==> src/rtl/fport_reader.sv <==
// Debounced input port: 2-FF synchronizer, stability-window filter, valid/ack handshake.
// Optional sticky overrun flag when FPORT_READER_OVERRUN_EN is defined.
module fport_reader #(
    parameter int unsigned       WIDTH         = 4,
    parameter logic [WIDTH-1:0]  PATTERN       = 4'b1010,
    parameter int unsigned       STABLE_CYCLES = 4,
    parameter int unsigned       CW            = 8
) (
    input  logic             clk,
    input  logic             rstn,
    input  logic [WIDTH-1:0] data_in,
    input  logic             ack,
    output logic [WIDTH-1:0] data_out,
    output logic             valid,
    output logic             changed,
    output logic             match
`ifdef FPORT_READER_OVERRUN_EN
    ,
    output logic             overrun
`endif
);

    typedef enum logic {
        IDLE   = 1'b0,
        SETTLE = 1'b1
    } state_t;

    state_t           state_q, state_d;
    logic [WIDTH-1:0] sync1_q, sync2_q;
    logic [WIDTH-1:0] cand_q, cand_d;
    logic [CW-1:0]    cnt_q, cnt_d;
    logic [WIDTH-1:0] data_out_q, data_out_d;
    logic             valid_q, valid_d;
    logic             changed_q, changed_d;
    logic             match_q, match_d;
    logic             overrun_q, overrun_d;
    logic             commit;

    always_comb begin
        state_d = state_q;
        cand_d  = cand_q;
        cnt_d   = cnt_q;
        commit  = 1'b0;
        unique case (state_q)
            IDLE: begin
                if (sync2_q != cand_q) begin
                    cand_d  = sync2_q;
                    cnt_d   = '0;
                    state_d = SETTLE;
                end
            end
            SETTLE: begin
                if (sync2_q != cand_q) begin
                    cand_d = sync2_q;
                    cnt_d  = '0;
                end else if (cnt_q == CW'(STABLE_CYCLES - 1)) begin
                    state_d = IDLE;
                    // A glitch that settles back to the published value is not a commit.
                    commit  = (cand_q != data_out_q);
                end else begin
                    cnt_d = cnt_q + CW'(1);
                end
            end
            default: state_d = IDLE;
        endcase

        data_out_d = commit ? cand_q : data_out_q;
        changed_d  = commit;
        valid_d    = commit | (valid_q & ~ack);
        match_d    = (data_out_q == PATTERN);
        overrun_d  = overrun_q | (commit & valid_q & ~ack);
    end

    always_ff @(posedge clk or negedge rstn) begin
        if (!rstn) begin
            sync1_q    <= '0;
            sync2_q    <= '0;
            state_q    <= IDLE;
            cand_q     <= '0;
            cnt_q      <= '0;
            data_out_q <= '0;
            valid_q    <= 1'b0;
            changed_q  <= 1'b0;
            match_q    <= (PATTERN == '0);
            overrun_q  <= 1'b0;
        end else begin
            sync1_q    <= data_in;
            sync2_q    <= sync1_q;
            state_q    <= state_d;
            cand_q     <= cand_d;
            cnt_q      <= cnt_d;
            data_out_q <= data_out_d;
            valid_q    <= valid_d;
            changed_q  <= changed_d;
            match_q    <= match_d;
            overrun_q  <= overrun_d;
        end
    end

    assign data_out = data_out_q;
    assign valid    = valid_q;
    assign changed  = changed_q;
    assign match    = match_q;

`ifdef FPORT_READER_OVERRUN_EN
    assign overrun = overrun_q;
`else
    logic unused_overrun;
    assign unused_overrun = overrun_q;
`endif

endmodule

==> config.mk <==
export PLATFORM = sky130hd
export DESIGN_NAME = fport_reader
export DESIGN_NICKNAME = d
export VERILOG_FILES = /design/src/rtl/fport_reader.sv
export SDC_FILE = /design/constraint.sdc
export NUM_CORES = 1
export LEC_CHECK = 0
export CORE_ASPECT_RATIO = 0.6
export CORE_MARGIN = 4
export CORE_UTILIZATION = 40
export DETAILED_ROUTE_END_ITERATION = 10
export MAX_ROUTING_LAYER = met4
export PLACE_DENSITY_LB_ADDON = 0.2
export SYNTH_ARGS = -nofsm -noshare
export SYNTH_HDL_FRONTEND = slang
export SYNTH_SLANG_ARGS = --single-unit
export TNS_END_PERCENT = 20
==> constraint.sdc <==
create_clock -name clk -period 1.8 [get_ports clk]
set_clock_uncertainty 0.15 [all_clocks]
set_input_delay 0.27 -clock clk [delete_from_list [all_inputs] [get_ports clk]]
set_output_delay 0.27 -clock clk [all_outputs]
set_load 0.01 [all_outputs]
==> results.yml <==
sta:
  tightest_slew_ps: 350
  min_period_over_period_pct: 112
  final_max_slew_viol_count: 0
  final.setup.tns_ps: -1180
  period_minus_slack_ps: 2010
  setup_ws_ps: -209
  fmax_mhz: 498
  rsz0062_at_grt: "yes"
  relSlewSlack_pct: 76.7
  finalHoldViolCount: 0
  setup_viol: 8
min_path:
  hold_path.class: "in2async"
status:
  outcome: "finished, violations left"
  violations: "negative setup slack"
setup_path:
  start_kind: "flip-flop"
  crit_fanout: 3
  critPathMaxStageDelay_ps: 540
  crit_path_cell_trace: "or4_4, nor3_4, nor3b_4, buf_6, mux2_4"
  required_ps: 1820
  arrival_ps: 2030
  end_kind: "flip-flop"
  crit_path_top_delay_cell: "or4_4"
  path_class: "reg2reg"
  crit_buf_inv: 1
  path_delay_family: "simple AND/OR/NAND/NOR gates"
power_and_ir_drop:
  powerDensity_nw_per_um2: 795
  finalPower_mw: 1.20
  p_leak_nw: 0.694
  peakVddDrop_mv: 0.623
floorplanning:
  die_area_um2: 3730
  initial_utilization_pct: 43.1
  die_h_um: 48.9
  die_width_um: 76.2
  ioPinCount: 14
  core_um2: 2590
  rows: 14
cells_and_area:
  diodes: 0
  area_growth_pct: 34.8
  final_util_pct: 58.1
  final_cell_area_um2: 1510
  final_nets: 121
  drive_above_1_share_pct: 27.7
  final_cell_mix: "dfrtp_1, buf_4, clkdlybuf4s50_1"
  mostFrequentLayoutCell: "dfrtp_1"
logic_synthesis:
  syn_avg_cell_area_um2: 13.5
  ys_seq_elements: 28
  synth.distinct_cells: 24
  syn-num-nets: 91
  synth_area_um2: 1120
  yosysWarnings: 0
  syn_inst: 83
  synth_seq_area_share_pct: 62.7
clock_tree:
  clockBufferDepth: 2
  clkTransAtPathRegs_ps: 100
  cts_tree: "yes"
  clockRootBuffer: "clkbuf_8"
  numCtsBuffers: 3
  cts.sinks: 28
  worst_skew_pair.late_latency_ps: 270
  htree_levels: 1
run:
  cap_viol_max_count: 0
global_route:
  gr-total-overflow: 0
  grt_pass1_vias: 737
  grt_use_total_pct: 13.1
  grt_max_degree: 29
  grt_pass1_wl_mm: 3.68
  antenna_found_initial: 0
routing:
  wire_per_inst_um: 14.9
  drtIter0Drc: 23
  drt_first_pass_iters: 4
  drc_errors: 0
  ant_nets: 0
  vias: 725
  wl_mm: 2.14
  vias_per_cell: 5.03
placed_design:
  dp_hpwl_mm: 1.60
  portBuffers: 13
  gp_congestion: 0.782
  dp_worst_setup_slack_ps: -198
  place_area_um2: 1370
## registers in the layout (all words and copies together), names as in the netlist
| name | cells |
|---|---|
| cand_q | 4 |
| changed | 1 |
| cnt_q | 8 |
| data_out | 4 |
| match | 1 |
| state_q | 1 |
| sync1_q | 4 |
| sync2_q | 4 |
| valid | 1 |
## final cells by class
cell class | count | area [um2]
Inverter | 2 | 7.51
Timing Repair Buffer | 30 | 262
Sequential cell | 28 | 701
Multi-Input combinational cell | 48 | 425
Fill cell | 209 | 1090
Clock buffer | 3 | 41.3
Clock inverter | 1 | 30.0
Tap cell | 32 | 40.0
## power breakdown
| part | total, mW | internal, mW | switching, mW |
|---|---|---|---|
| clock | 0.492 | 0.298 | 0.194 |
| sequential | 0.655 | 0.644 | 0.0112 |
| combinational | 0.0513 | 0.0266 | 0.0248 |
| total | 1.20 | 0.968 | 0.230 |
## metal layers
metal / global-route usage (%) / vias up / share of wire (%)
met5: - / - / 0
met4: 2.71 / 0 / 0.56
met3: 4.80 / 2 / 5.1
met2: 20.0 / 16 / 46
met1: 16.9 / 372 / 48
li1: - / 335 / -
## cell usage after synthesis, drive strengths merged
cell     count  area [um2]
mux2i        1        10.0
and3         2        12.5
xnor2        4        35.0
nor4bb       1        10.0
inv          2        7.51
o311ai       1        8.76
a21o         1        7.51
clkbuf       5        18.8
a2bb2oi      1        8.76
or4          1        11.3
nor4         1        6.26
nor3         1        10.0
nand4        4        25.0
o31ai        1        21.3
dfrtp       28         701
or2b         1        7.51
xor2        10        87.6
nor4b        1        8.76
ha           1        12.5
nor3b        1        18.8
nand2        2        7.51
mux2         4        45.0
nor2         8        30.0
nand2b       1        6.26
## per-stage QoR
stage	hold slack, ps	std cells
final	208	144
after global routing	216	144
after CTS	209	144
after detailed placement	187	137
after global placement	182	137
after floorplan	-176	83
## worst paths after layout
path | start | endpoint | slack, ps | depth (start not counted)
max | cnt_q[5]$_DFFE_PN0P_ | data_out[3]$_DFFE_PN0P_ | -210 | 5
min | rstn | match$_DFF_PN0_ | 210 | 2
max reg2reg | cnt_q[5]$_DFFE_PN0P_ | data_out[3]$_DFFE_PN0P_ | -210 | 5
min reg2reg | sync1_q[3]$_DFF_PN0_ | sync2_q[3]$_DFF_PN0_ | 210 | 0
max in group asynchronous | rstn | sync1_q[2]$_DFF_PN0_ | 1020 | 2
min in group clk | sync1_q[3]$_DFF_PN0_ | sync2_q[3]$_DFF_PN0_ | 210 | 0
## timing repair
item,CTS,global route
pin swaps,0,1
setup endpoints to repair,10,11
setup buffers,3,0
gates resized for setup,8,1
hold buffers,0,0
endpoints found under the hold margin,0,0
## kinds of logic (layout without fill, tap and decap cells)
| family | Yosys count | count (layout) | share of synthesized area, % |
|---|---|---|---|
| multiplexers | 5 | 5 | 4.93 |
| AND/OR/NAND/NOR | 24 | 24 | 13.8 |
| XOR/XNOR | 14 | 14 | 11.0 |
| adder cells (fa/ha/maj) | 1 | 1 | 1.12 |
| AO/OA/AOI/OAI | 4 | 4 | 4.14 |
| buffers and inverters | 7 | 36 | 2.35 |
| flip-flops | 28 | 28 | 62.7 |
Power figures use the tool's default switching activity.
